[config.mk]
export PLATFORM = sky130hd
export DESIGN_NAME = regfile_sb
export DESIGN_NICKNAME = d
export VERILOG_FILES = /design/src/rtl/regfile_sb.sv
export SDC_FILE = /design/constraint.sdc
export NUM_CORES = 1
export LEC_CHECK = 0
export ABC_AREA = 1
export ABC_CLOCK_PERIOD_IN_PS = 1600
export CAP_MARGIN = 25
export CORE_ASPECT_RATIO = 1.25
export CORE_UTILIZATION = 50
export CTS_CLUSTER_SIZE = 40
export DETAILED_ROUTE_END_ITERATION = 8
export PLACE_DENSITY = 0.71
export SLEW_MARGIN = 5
export SYNTH_ARGS = -nofsm -noshare
export SYNTH_HDL_FRONTEND = slang
export SYNTH_SLANG_ARGS = --single-unit
export TNS_END_PERCENT = 1
[constraint.sdc]
create_clock -name clk -period 1.6 [get_ports clk]
set_clock_uncertainty 0.05 [all_clocks]
set_input_delay 0.32 -clock clk [delete_from_list [all_inputs] [get_ports clk]]
set_output_delay 0.32 -clock clk [all_outputs]
set_load 0.01 [all_outputs]
[src/rtl/regfile_sb.sv]
// regfile_sb -- parametrised register file with a per-register busy scoreboard.
//
// Sits between decode (reads and destination claims) and writeback (writes)
// in the 16-bit core. Depth is 2**ADDR_W registers of DATA_W bits each.
//
// Optional feature macro: REGFILE_SB_BYPASS_EN
//   defined   : a same-cycle writeback to the read address is forwarded onto
//               rd_data_x, and rd_busy_x shows the post-writeback busy view.
//   undefined : reads return stored contents and the registered busy bit.
//
// Ports:
//   clk         in   rising-edge clock
//   rst_n       in   asynchronous active-low reset
//   rd_addr_a/b in   read port addresses
//   rd_data_a/b out  read data (combinational)
//   rd_busy_a/b out  busy bit of the read address (combinational)
//   wr_en       in   writeback strobe
//   wr_addr     in   writeback address
//   wr_data     in   writeback data
//   claim_en    in   decode requests ownership of claim_addr
//   claim_addr  in   register being claimed
//   claim_ok    out  claim accepted this cycle (combinational)
//   wr_err      out  registered one-cycle pulse: previous write hit a non-busy register
//   busy_vec    out  registered scoreboard, bit i = register i busy
//
// Handshake: claim_en is a request; claim_ok is its same-cycle grant. A
// request without a grant changes no state and decode simply retries.
// A pending writeback to the claimed register frees it in time for the claim.

module regfile_sb #(
    parameter int DATA_W   = 16,
    parameter int ADDR_W   = 3,
    parameter int RST_R0   = 1,
    parameter int RST_R1   = 1,
    parameter int ZERO_REG = 0
) (
    input  logic                   clk,
    input  logic                   rst_n,
    input  logic [ADDR_W-1:0]      rd_addr_a,
    input  logic [ADDR_W-1:0]      rd_addr_b,
    output logic [DATA_W-1:0]      rd_data_a,
    output logic [DATA_W-1:0]      rd_data_b,
    output logic                   rd_busy_a,
    output logic                   rd_busy_b,
    input  logic                   wr_en,
    input  logic [ADDR_W-1:0]      wr_addr,
    input  logic [DATA_W-1:0]      wr_data,
    input  logic                   claim_en,
    input  logic [ADDR_W-1:0]      claim_addr,
    output logic                   claim_ok,
    output logic                   wr_err,
    output logic [2**ADDR_W-1:0]   busy_vec
);

    localparam int DEPTH = 2**ADDR_W;
    localparam logic [DATA_W-1:0] R0_INIT = DATA_W'(RST_R0);
    localparam logic [DATA_W-1:0] R1_INIT = DATA_W'(RST_R1);
    localparam logic ZERO_EN = (ZERO_REG != 0);

    logic [DATA_W-1:0] regs [DEPTH];
    logic [DEPTH-1:0]  busy;
    logic [DEPTH-1:0]  busy_next;
    logic              wr_err_q;

    // Address-0 hits that the hardwired-zero option turns into no-ops.
    logic zero_a, zero_b, zero_wr;
    logic wr_take;

    assign zero_a  = ZERO_EN && (rd_addr_a == '0);
    assign zero_b  = ZERO_EN && (rd_addr_b == '0);
    assign zero_wr = ZERO_EN && (wr_addr == '0);
    assign wr_take = wr_en && !zero_wr;

    // A writeback in the same cycle releases the register, so the claim may proceed.
    assign claim_ok = claim_en && (!busy[claim_addr] || (wr_en && (wr_addr == claim_addr)));

    // Scoreboard next state: writeback clears first, accepted claim sets second,
    // so a same-address write+claim leaves the bit set.
    always_comb begin
        busy_next = busy;
        if (wr_en) begin
            busy_next[wr_addr] = 1'b0;
        end
        if (claim_ok) begin
            busy_next[claim_addr] = 1'b1;
        end
        if (ZERO_EN) begin
            busy_next[0] = 1'b0;
        end
    end

    always_ff @(posedge clk or negedge rst_n) begin
        if (!rst_n) begin
            busy     <= '0;
            wr_err_q <= 1'b0;
        end else begin
            busy     <= busy_next;
            wr_err_q <= wr_take && !busy[wr_addr];
        end
    end

    always_ff @(posedge clk or negedge rst_n) begin
        if (!rst_n) begin
            for (int i = 0; i < DEPTH; i++) begin
                if (i == 0) begin
                    regs[i] <= R0_INIT;
                end else if (i == 1) begin
                    regs[i] <= R1_INIT;
                end else begin
                    regs[i] <= '0;
                end
            end
        end else if (wr_take) begin
            regs[wr_addr] <= wr_data;
        end
    end

`ifdef REGFILE_SB_BYPASS_EN
    logic hit_a, hit_b;

    assign hit_a = wr_take && (wr_addr == rd_addr_a);
    assign hit_b = wr_take && (wr_addr == rd_addr_b);

    always_comb begin
        rd_data_a = zero_a ? '0 : regs[rd_addr_a];
        rd_data_b = zero_b ? '0 : regs[rd_addr_b];
        rd_busy_a = busy[rd_addr_a];
        rd_busy_b = busy[rd_addr_b];
        // The forwarded view shows the register as it will be after this edge:
        // free, unless a claim grabs it again in the same cycle.
        if (hit_a) begin
            rd_data_a = wr_data;
            rd_busy_a = claim_ok && (claim_addr == rd_addr_a);
        end
        if (hit_b) begin
            rd_data_b = wr_data;
            rd_busy_b = claim_ok && (claim_addr == rd_addr_b);
        end
    end
`else
    always_comb begin
        rd_data_a = zero_a ? '0 : regs[rd_addr_a];
        rd_data_b = zero_b ? '0 : regs[rd_addr_b];
        rd_busy_a = busy[rd_addr_a];
        rd_busy_b = busy[rd_addr_b];
    end
`endif

    assign wr_err   = wr_err_q;
    assign busy_vec = busy;

endmodule

# Yosys cells after proc, flatten, opt, wreduce, memory -nomap -nowiden
# Index checks and enable logic that the tools add are counted.
op_classes:
  n_lt_le_gt_ge: 10
  n_eq_ne: 1
  mux: 23
  n_bitwise: 6
  reduce_logical: 9
ops:
  columns: ["operator", "count"]
  rows:
  - ["128-bit bitwise mux", 1]
  - ["16-bit binary-select mux with 3-bit select", 2]
  - ["16-bit 2-to-1 mux", 5]
  - ["16-bit demux with 3-bit select", 1]
  - ["3-bit by 4-bit less-than comparator with 1-bit output, second input constant", 4]
  - ["8-bit 2-to-1 mux", 2]
  - ["1-bit binary-select mux with 3-bit select", 4]
  - ["4-bit >= comparator, second input constant", 3]
  - ["3-bit NOT with 4-bit output", 3]
  - ["8-bit bitwise AND", 1]
  - ["8-bit NOT", 1]
  - ["8-bit bitwise OR", 1]
  - ["1-bit demux with 3-bit select", 2]
  - ["3-bit by 1-bit >= comparator with 1-bit output, second input constant", 2]
  - ["1-bit logical AND", 6]
  - ["1-bit 2-to-1 mux", 6]
  - ["4-bit by 1-bit less-than comparator with 1-bit output, second input constant", 1]
  - ["3-bit == test", 1]
  - ["1-bit logical NOT", 2]
  - ["1-bit logical OR", 1]
word_totals:
  regBits: 137
  input_bits: 32
  out_inout_bits: 44
  elab_cells: 59

# Logic depth before layout (Yosys ltp)
# Gate-level depths: netlist (run 1).
depth:
  depth_word: 9
  ltp_mapped: 10
  mapped_depth_nobuf: 9

# Least setup slack after synthesis (run 1)
# No wires, ideal clock.
synth_path:
  kind: "input-to-output"
  startpoint: "input port claim_addr[2]"
  endpoint: "output port claim_ok"
  t_arrival_ps: 1121
  required_ps: 1230
  slack_ps: 109
  cell_stages: 8
  n_path_buf: 1
  cell_sequence: "buf_4 > inv_2 > nor2_2 > nand2_1 > nor2_1 > nor2_1 > nand2_1 > a21boi_0"
synth_between:
  elab_chain_len: 5
  word_cells_on_any_way: 7
  classes_between: "eq/ne: 1; mux: 2; reduce/logical: 4"
synth_lines:
  columns: ["item", "line", "rtl"]
  rows:
  - ["start, declared", "49", "input logic [ADDR_W-1:0] claim_addr,"]
  - ["1-bit binary-select mux with 3-bit select", "75", "assign claim_ok = claim_en && (!busy[claim_addr] || (wr_en && (wr_addr == claim_addr)));"]
  - ["1-bit 2-to-1 mux (not written as such)", "75", null]
  - ["1-bit logical NOT", "75", null]
  - ["1-bit logical OR *", "75", null]
  - ["1-bit logical AND *", "75", null]
  - ["end, declared", "50", "output logic claim_ok,"]
# Every way passes the cells marked *; elsewhere a longest branch is shown, timed or not. The select of a mux whose other input is x is not followed.

# Final worst setup path (run 1)
layout_path:
  startpoint: "register regs[107] (netlist name)"
  endpoint: "output port rd_data_a[11]"
layout_between:
  elab_chain_len: 3
layout_lines:
  columns: ["item", "line", "rtl"]
  rows:
  - ["start, declared", "60", "logic [DATA_W-1:0] regs [DEPTH];"]
  - ["start signal, assigned by index", "114", "regs[wr_addr] <= wr_data;"]
  - ["16-bit binary-select mux with 3-bit select", "142", "rd_data_a = zero_a ? '0 : regs[rd_addr_a];"]
  - ["16-bit 2-to-1 mux (not written as such) (2 in a row)", "142", null]
  - ["end, declared", "41", "output logic [DATA_W-1:0] rd_data_a,"]
# Every way passes these cells. The select of a mux whose other input is x is not followed.

==> results of run 1 <==
[worst register-to-register path: cells and delay by family (launching register included)]
family | cells | cell delay [ps]
buf+inv | 2 | 220
flops | 1 | 390
simple gates | 8 | 630
[worst min path at each step]
stage                     startpoint          end  slack, ps
after detailed placement       rst_n    regs[127]        170
after CTS                      rst_n    regs[127]        300
final                          rst_n    regs[111]        300
after floorplan                rst_n  busy_vec[0]        -30
after global routing           rst_n     regs[47]        320
after global placement         rst_n     regs[79]        170
[cells in the mapped netlist, types with 4 or more instances]
master	n	area (um^2)
a21oi_1	85	425
buf_2	28	140
buf_4	11	82.6
buf_6	10	113
clkbuf_1	24	90.1
dfrtp_1	135	3380
inv_1	56	210
inv_2	4	15.0
nand2_1	244	916
nand2_2	9	56.3
nand3_1	11	55.1
nand4_1	6	37.5
nor2_1	95	357
nor2_2	4	25.0
nor3_1	6	30.0
o21ai_0	265	1330
o21ai_1	53	265
[per-layer routing]
metal | vias to the layer above | wire, um
li1 | 3755 | -
met1 | 3630 | 10300
met2 | 306 | 11300
met3 | 64 | 1380
met4 | 0 | 767
met5 | - | 0
[timing repair]
action                     CTS  global route
hold endpoints to repair    24             0
pin swaps                   18            15
setup endpoints to repair   44            38
setup buffers                3             1
resized for setup          272            76
hold buffers                 1             0
[state kept, by name (all words and copies together), names as in the netlist]
register	flops
busy_vec	8
wr_err	1
regs	128
[through the flow]
stage	cell area (um^2)	total power, mW
6_report	10000	12.2
3_3_place_gp	9150	7.42
3_5_place_dp	9150	7.50
5_1_grt	9990	12.8
4_1_cts	9860	12.1
2_1_floorplan	7630	6.09
[power by group through the flow]
| stage | sequential [mW] | clock [mW] | combinational (mW) |
|---|---|---|---|
| detailed placement | 4.65 | 0 | 2.85 |
| global placement | 4.64 | 0 | 2.79 |
| global route | 4.73 | 4.71 | 3.33 |
| floorplan | 4.58 | 0 | 1.51 |
| CTS | 4.62 | 4.56 | 2.89 |
| finish | 4.65 | 4.53 | 3.00 |
[cell type report]
class | count | area (um^2)
clock buffers | 18 | 439
inverters | 63 | 238
diodes | 2 | 5.00
flip-flops and latches | 137 | 3430
repair buffers | 174 | 1730
multi-input cells | 782 | 3680
fillers | 1280 | 4950
clock inverters | 14 | 245
well taps | 182 | 228
[kinds of logic after synthesis]
logic type	Yosys count	share of synthesized area [%]
buffers and inverters	139	8.82
AO/OA/AOI/OAI	404	26.5
XOR/XNOR	2	0.230
AND/OR/NAND/NOR	376	19.5
flip-flops	137	44.9
==> qor.csv, run 1 <==
metric,value,unit
initial antenna violation count,1,
die area,15800,um^2
met3 usage,4.59,%
height of the die,140,um
placed insts,1333,
root buf cell,clkbuf_16,
RD Place Congestion,0.974,
period utilization,117,%
internal cell power,8.49,mW
first-pass GRT wire length,37600,um
worst flop-to-flop path startpoint,busy_vec[5],
Post-Synthesis Net Count,1090,
Final Non-Filler Cells,1372,
M1 GR Usage,41.4,%
Site Rows,50,
Yosys cell types,23,
critical path startpoint category,flip-flop,
status,"complete, but fails checks",
final wirelength,23800,um
ys flop type,dfrtp_1,
clk sinks,137,
asr flop ratio synth,100,%
final antenna-violating net count,0,
initial DRC count,980,
most frequent cells in the layout,"230 x nand2_1, 189 x o21ai_0, 135 x dfrtp_1, 128 x o21ai_1, 94 x nor2_1",
"Avg Cell Area, Syn",7.22,um^2
CP endpoint kind,primary output,
RSZ-0062 raised after global routing,true,
Critical Path Slowest Stage Cell,dfrtp_1,
Synth Instances,1058,
crit path from,regs[107],
nets@finish,1207,
max-cap violation count,0,
Crit. path cell count,7,
Reg2Reg Setup Slack,250,ps
Worst EP required,1230,ps
"Cell Chain, Critical Path",inv_1 -> a21oi_1 -> o21ai_0 -> o21ai_1 -> nand2_1 -> nand2_2 -> buf_2,
fin util,66.9,%
worst path buffer plus inverter count,2,
worst reg2reg path depth,10,
Yosys warnings,0,
failing checks,negative setup slack,
Post-DP HPWL,15600,um
final hold slack,296,ps
num ports,76,
Slew @ Worst Pin,320,ps
reg2reg end,busy_vec[5],
"IR drop worst, VDD",741,uV
CP Capture Point,rd_data_a[11],
"Arr. time, crit path",1510,ps
PD cells,1220,nW/um^2
All-Layer GR Usage,31.0,%
final setup fails,35,
fmax,0.532,GHz
Fin. Hold Viols,0,
CP top delay family,compound AO/OA/AOI/OAI gates,
headroom to the max-slew limit,78.7,%
largest net degree at the start of global routing,42,
wire per inst,17.3,um
worst setup margin,-279,ps
"Reg clk slew, reported paths",60,ps
number of global-route vias before repair,7158,
"Largest stage delay, worst path",350,ps
GR peak layer,met2,
Sequential Power Share,38.2,%
initial core utilization,51.1,%
P&R area growth vs syn,31.0,%
Vias,7755,
"commonest non-fill, non-tap cell in the layout",nand2_1,
sequential share of the synthesized area,44.9,%
DR DRC count,0,
core area,15000,um^2
CTS tree,done,
Pre-Repair DR Iteration Count,6,
number of synthesized register bits,137,
clock latency on the worst-skew pair,420,ps
Gate power share,24.7,%
grt met2 use,50.0,%
number of flops mapped to enable cells by yosys,0,
Die W,113,um
share of cells above drive strength 1,21.8,%
Port Buf Inserts,75,
switching share of power,30.4,%
post-route minimum period,1880,ps
Leak,4.67,nW
Worst Path Max Fanout,2,
max-slew violation count,0,
maximum root-to-sink buffer count,2,
routed vias/inst,5.65,
Netlist Area Pre-Place,7630,um^2
Clk pwr share,37.2,%
H-tree levels,4,
critical path class,flip-flop to primary output,
total gr overflow,0,
post-route setup TNS,-5720,ps
dpl ws,-806,ps
net switching power figure,3.70,mW
Num CTS Buffers,17,
hold crit path type,input port to async pin,
(Power assumes the default switching activity.)
==> run 2, diff against run 1 <==
--- a/config.mk
+++ b/config.mk
@@ -8,11 +8,13 @@
 export ABC_AREA = 1
 export ABC_CLOCK_PERIOD_IN_PS = 1600
 export CAP_MARGIN = 25
+export CELL_PAD_IN_SITES_DETAIL_PLACEMENT = 0
+export CELL_PAD_IN_SITES_GLOBAL_PLACEMENT = 1
 export CORE_ASPECT_RATIO = 1.25
-export CORE_UTILIZATION = 50
+export CORE_UTILIZATION = 42
 export CTS_CLUSTER_SIZE = 40
 export DETAILED_ROUTE_END_ITERATION = 8
-export PLACE_DENSITY = 0.71
+export PLACE_DENSITY = 0.8
 export SLEW_MARGIN = 5
 export SYNTH_ARGS = -nofsm -noshare
 export SYNTH_HDL_FRONTEND = slang
==> run 2 against run 1 <==
  * Hold slack worse by 55 ps
  * Clock-buffer cell count up 3
  * Largest cell class unchanged
  * The run still ends with negative setup slack left
  * Sequential cell count stayed put
  * Setup slack got worse by 63 ps
  * Clock power is 4% lower
  * Wire length is 4.4% higher
==> qor.csv, run 2 (synthesis results as in run 1) <==
metric,value,unit
Worst EP required,1230,ps
worst setup margin,-342,ps
headroom to the max-slew limit,73.4,%
worst flop-to-flop path startpoint,busy_vec[6],
status,"complete, but fails checks",
Die W,123,um
All-Layer GR Usage,28.3,%
num ports,76,
maximum root-to-sink buffer count,2,
root buf cell,clkbuf_16,
fmax,0.515,GHz
Fin. Hold Viols,0,
failing checks,negative setup slack,
Hold Path Sink,busy_vec[1],
final wirelength,24800,um
"Reg clk slew, reported paths",60,ps
Port Buf Inserts,75,
clock latency on the worst-skew pair,420,ps
Post-DP HPWL,16500,um
routed vias/inst,5.44,
max reg flops,128,
nets@finish,1214,
Vias,7730,
Fill cells,1661,
CTS tree,done,
hold path cells,4,
CP endpoint kind,primary output,
largest net degree at the start of global routing,41,
Final Non-Filler Cells,1420,
first-pass GRT wire length,40200,um
Leak,4.74,nW
total gr overflow,0,
hold crit path type,input port to flip-flop,
DR DRC count,0,
dpl ws,-869,ps
reg2reg end,busy_vec[4],
max-cap violation count,0,
Pre-Repair DR Iteration Count,4,
critical path startpoint category,flip-flop,
Worst Path Max Fanout,2,
initial DRC count,577,
"IR drop worst, VDD",753,uV
Site Rows,54,
RD Place Congestion,0.914,
clk sinks,137,
core area,17600,um^2
final setup fails,35,
max-slew violation count,0,
fin util,57.4,%
Hold Path Origin,claim_addr[1],
Slew @ Worst Pin,399,ps
height of the die,153,um
critical path class,flip-flop to primary output,
worst reg2reg path depth,9,
final antenna-violating net count,0,
Reg2Reg Setup Slack,240,ps
Num CTS Buffers,17,
initial antenna violation count,2,
"Arr. time, crit path",1570,ps
H-tree levels,4,
post-route minimum period,1940,ps
number of global-route vias before repair,7562,
share of cells above drive strength 1,20.7,%
PD cells,1190,nW/um^2
"commonest non-fill, non-tap cell in the layout",nand2_1,
Biggest register,regs,
die area,18700,um^2
period utilization,121,%
placed insts,1378,
initial core utilization,43.3,%
P&R area growth vs syn,32.6,%
most frequent cells in the layout,"229 x nand2_1, 180 x o21ai_0, 137 x o21ai_1, 135 x dfrtp_1, 94 x nor2_1",
RSZ-0062 raised after global routing,true,
wire per inst,17.5,um
post-route setup TNS,-5960,ps
==> run 2: changes by cell type in the layout (fill, tap and decap cells not counted), moves of 6 or more <==
cell,delta
inv_2,-6
a21oi_2,-13
o21ai_1,+9
o21ai_0,-9
buf_6,+7
buf_4,-8
inv_1,+6
a21oi_1,+13
==> run 2: cell type report <==
type / instances / area, um^2 / share of cell area [%]
multi-input cells: 782 / 3640 / 36.0
flip-flops and latches: 137 / 3430 / 33.9
repair buffers: 181 / 1870 / 18.5
clock buffers: 21 / 460 / 4.55
well taps: 224 / 280 / 2.77
inverters: 63 / 239 / 2.36
clock inverters: 11 / 195 / 1.93
diodes: 1 / 2.50 / 0.0247
==> run 2: worst max-delay path, stage by stage, from the launching register on <==
cell,delay [ps]
dfstp_2,540
inv_2,50
a21oi_2,110
o21ai_1,70
o21ai_1,110
nand2_1,90
nand2_2,80
buf_6,100
==> run 2: timing repair <==
item | in CTS | in global routing
endpoints found under the setup margin | 44 | 43
endpoints found under the hold margin | 31 | 0
hold buffers | 1 | 0
buffers inserted | 3 | 5
pin swaps | 17 | 24
resized for setup | 294 | 52
==> run 2: power by group <==
group          switching (mW)  internal [mW]  leakage [nW]
clock                    1.51           2.85         0.309
combinational            1.67           1.42          2.74
sequential              0.471           4.15          1.69
==> run 2: how the worst max path moves through the flow <==
stage,from,cells past startpoint,slack [ps],to
floorplan,claim_addr[2],8,110,claim_ok
finish,regs[96],7,-340,rd_data_b[0]
CTS,regs[96],7,-360,rd_data_b[0]
detailed placement,claim_addr[0],8,-870,claim_ok
global placement,claim_addr[2],8,-830,claim_ok
global route,regs[96],7,-420,rd_data_a[0]
==> run 2: routing by layer <==
metal	global-route usage, %	up-vias	part of all wire (%)
met5	0	-	0
met4	12.5	0	3.4
met3	5.61	50	5.1
met2	45.5	241	48
met1	36.5	3671	43
li1	-	3768	-
==> run 2: per-stage QoR <==
stage	area [um^2]	hold slack, ps	total power [mW]
floorplan	7630	-25.6	6.09
global placement	9290	210	7.50
detailed placement	9290	212	7.55
CTS	9990	335	12.0
global route	10100	255	12.8
finish	10100	241	12.1
==> run 3, diff against run 2 <==
--- a/config.mk
+++ b/config.mk
@@ -6,11 +6,12 @@
 export NUM_CORES = 1
 export LEC_CHECK = 0
 export ABC_AREA = 1
-export ABC_CLOCK_PERIOD_IN_PS = 1600
+export ABC_CLOCK_PERIOD_IN_PS = 2200
 export CAP_MARGIN = 25
 export CELL_PAD_IN_SITES_DETAIL_PLACEMENT = 0
 export CELL_PAD_IN_SITES_GLOBAL_PLACEMENT = 1
 export CORE_ASPECT_RATIO = 1.25
+export CORE_MARGIN = 8
 export CORE_UTILIZATION = 42
 export CTS_CLUSTER_SIZE = 40
 export DETAILED_ROUTE_END_ITERATION = 8
==> constraint.sdc (replaced) <==
create_clock -name clk -period 2.2 [get_ports clk]
set_clock_uncertainty 0.05 [all_clocks]
set_input_delay 0.44 -clock clk [delete_from_list [all_inputs] [get_ports clk]]
set_output_delay 0.44 -clock clk [all_outputs]
set_load 0.01 [all_outputs]
==> run 3 against run 2 <==
  * The flow now finishes without violations
  * Wire length rose by 2.7%
  * Sequential share of layout area rose by 1.5 points
  * Global-route usage fell by 5.3 points
  * Clock power fell by 33%
  * First-iteration DRC count rose by 12%
  * Via count fell by 2.4%
  * Sequential power fell by 27%
  * Sequential cell count did not move
  * Non-clock buffer count fell by 25
  * Critical path type is now input port to primary output
==> qor.csv, run 3 (synthesis results as in run 1) <==
metric,value,unit
DR DRC count,0,
height of the die,167,um
die area,22800,um^2
P&R area growth vs syn,27.2,%
worst reg2reg path depth,8,
Fill cells,1744,
RD Place Congestion,0.842,
Port Buf Inserts,75,
nets@finish,1189,
share of cells above drive strength 1,13.1,%
maximum root-to-sink buffer count,2,
initial core utilization,42.5,%
H-tree levels,4,
Worst Path Max Fanout,20,
max-cap violation count,0,
max reg flops,128,
hold crit path type,flip-flop to flip-flop,
Num CTS Buffers,17,
"Reg clk slew, reported paths",60,ps
Fin. Hold Viols,0,
routed vias/inst,5.40,
num ports,76,
first-pass GRT wire length,40600,um
RSZ-0062 raised after global routing,true,
reg2reg end,busy_vec[6],
most frequent cells in the layout,"260 x o21ai_0, 244 x nand2_1, 134 x dfrtp_1, 95 x nor2_1, 85 x a21oi_1",
wire per inst,18.2,um
post-route minimum period,2190,ps
Crit. path cell count,8,
dpl ws,-462,ps
antenna cells,0,
hold path cells,2,
most frequent CP cell,nand2_1,
Post-DP HPWL,16500,um
final wirelength,25500,um
Worst EP required,1710,ps
Hold Path Origin,regs[109],
total gr overflow,0,
root buf cell,clkbuf_16,
core area,18000,um^2
"Largest stage delay, worst path",300,ps
"Cell Chain, Critical Path",buf_4 -> bufbuf_16 -> a21oi_1 -> o21ai_0 -> o21ai_1 -> nand2_1 -> nand2_1 -> dlygate4sd2_1,
status,completed,
dpl cell area,9080,um^2
worst setup margin,9.17,ps
CP top delay family,buffers and inverters,
max-slew violation count,0,
overall power,8.25,mW
Vias,7546,
number of global-route vias before repair,7525,
final antenna-violating net count,0,
Leak,4.57,nW
Slew @ Worst Pin,473,ps
CTS tree,done,
post-route cell area,9710,um^2
critical path class,input port to primary output,
worst path buffer plus inverter count,3,
PD cells,849,nW/um^2
Die W,137,um
Hold Path Sink,regs[109],
Site Rows,55,
"commonest non-fill, non-tap cell in the layout",o21ai_0,
fin util,54.0,%
worst flop-to-flop path startpoint,busy_vec[6],
CP endpoint kind,primary output,
"Arr. time, crit path",1700,ps
Reg2Reg Setup Slack,790,ps
Biggest register,regs,
initial DRC count,646,
Pre-Repair DR Iteration Count,6,
period utilization,99.6,%
initial antenna violation count,0,
final setup fails,0,
All-Layer GR Usage,23.0,%
fmax,0.456,GHz
multi-input logic area,3530,um^2
clock latency on the worst-skew pair,420,ps
largest net degree at the start of global routing,53,
"IR drop worst, VDD",571,uV
clk sinks,137,
FF+latch area,3430,um^2
headroom to the max-slew limit,68.5,%
Critical Path Slowest Stage Cell,bufbuf_16,
critical path startpoint category,input port,
-- run 3: repair_timing --
item / in CTS / in global routing
resized for setup: 60 / 36
endpoints found under the setup margin: 35 / 22
gates cloned: 2 / 1
endpoints found under the hold margin: 44 / 0
hold buffers: 1 / 0
pin swaps: 0 / 1
setup buffers: 0 / 1
-- run 3: worst max-delay path by stage --
stage | end | slack [ps] | startpoint
6_report | rd_data_b[4] | 9 | rd_addr_b[0]
4_1_cts | rd_data_b[12] | 2 | rd_addr_b[0]
3_3_place_gp | claim_ok | -450 | claim_addr[0]
2_1_floorplan | claim_ok | 470 | claim_addr[2]
5_1_grt | rd_data_b[4] | -30 | rd_addr_b[0]
3_5_place_dp | claim_ok | -460 | claim_addr[0]
-- run 3: power by group --
part / internal, mW / switching [mW]
logic: 0.853 / 1.11
clock network: 1.81 / 1.11
registers: 3.02 / 0.351
-- run 3: per-layer routing --
layer / GRT usage, % / vias to the layer above / share of wire, %
met5: 0 / - / 0
met4: 8.04 / 0 / 1.9
met3: 4.94 / 31 / 6.2
met2: 39.1 / 229 / 49
met1: 27.8 / 3574 / 42
li1: - / 3712 / -
-- run 3: through the flow --
step | cells | TNS [ps] | hold slack [ps]
6_report | 1398 | 0 | 433
5_1_grt | 1398 | -26.7 | 455
4_1_cts | 1396 | 0 | 438
3_5_place_dp | 1361 | -9460 | 363
3_3_place_gp | 1361 | -8800 | 361
2_1_floorplan | 1058 | 0 | 94.4
-- run 3: area by class of cell --
type,instances,share of cell area [%]
Inverter,63,2.46
Multi-Input combinational cell,782,36.4
Tap cell,228,2.94
Clock buffer,20,4.60
Clock inverter,12,1.55
Sequential cell,137,35.4
Timing Repair Buffer,156,16.7
-- run 3: worst reg2reg max path: cells and delay by family (launching register included) --
family        cells  cell delay (ps)
buf+inv           1              140
simple gates      7              700
flops             1              470
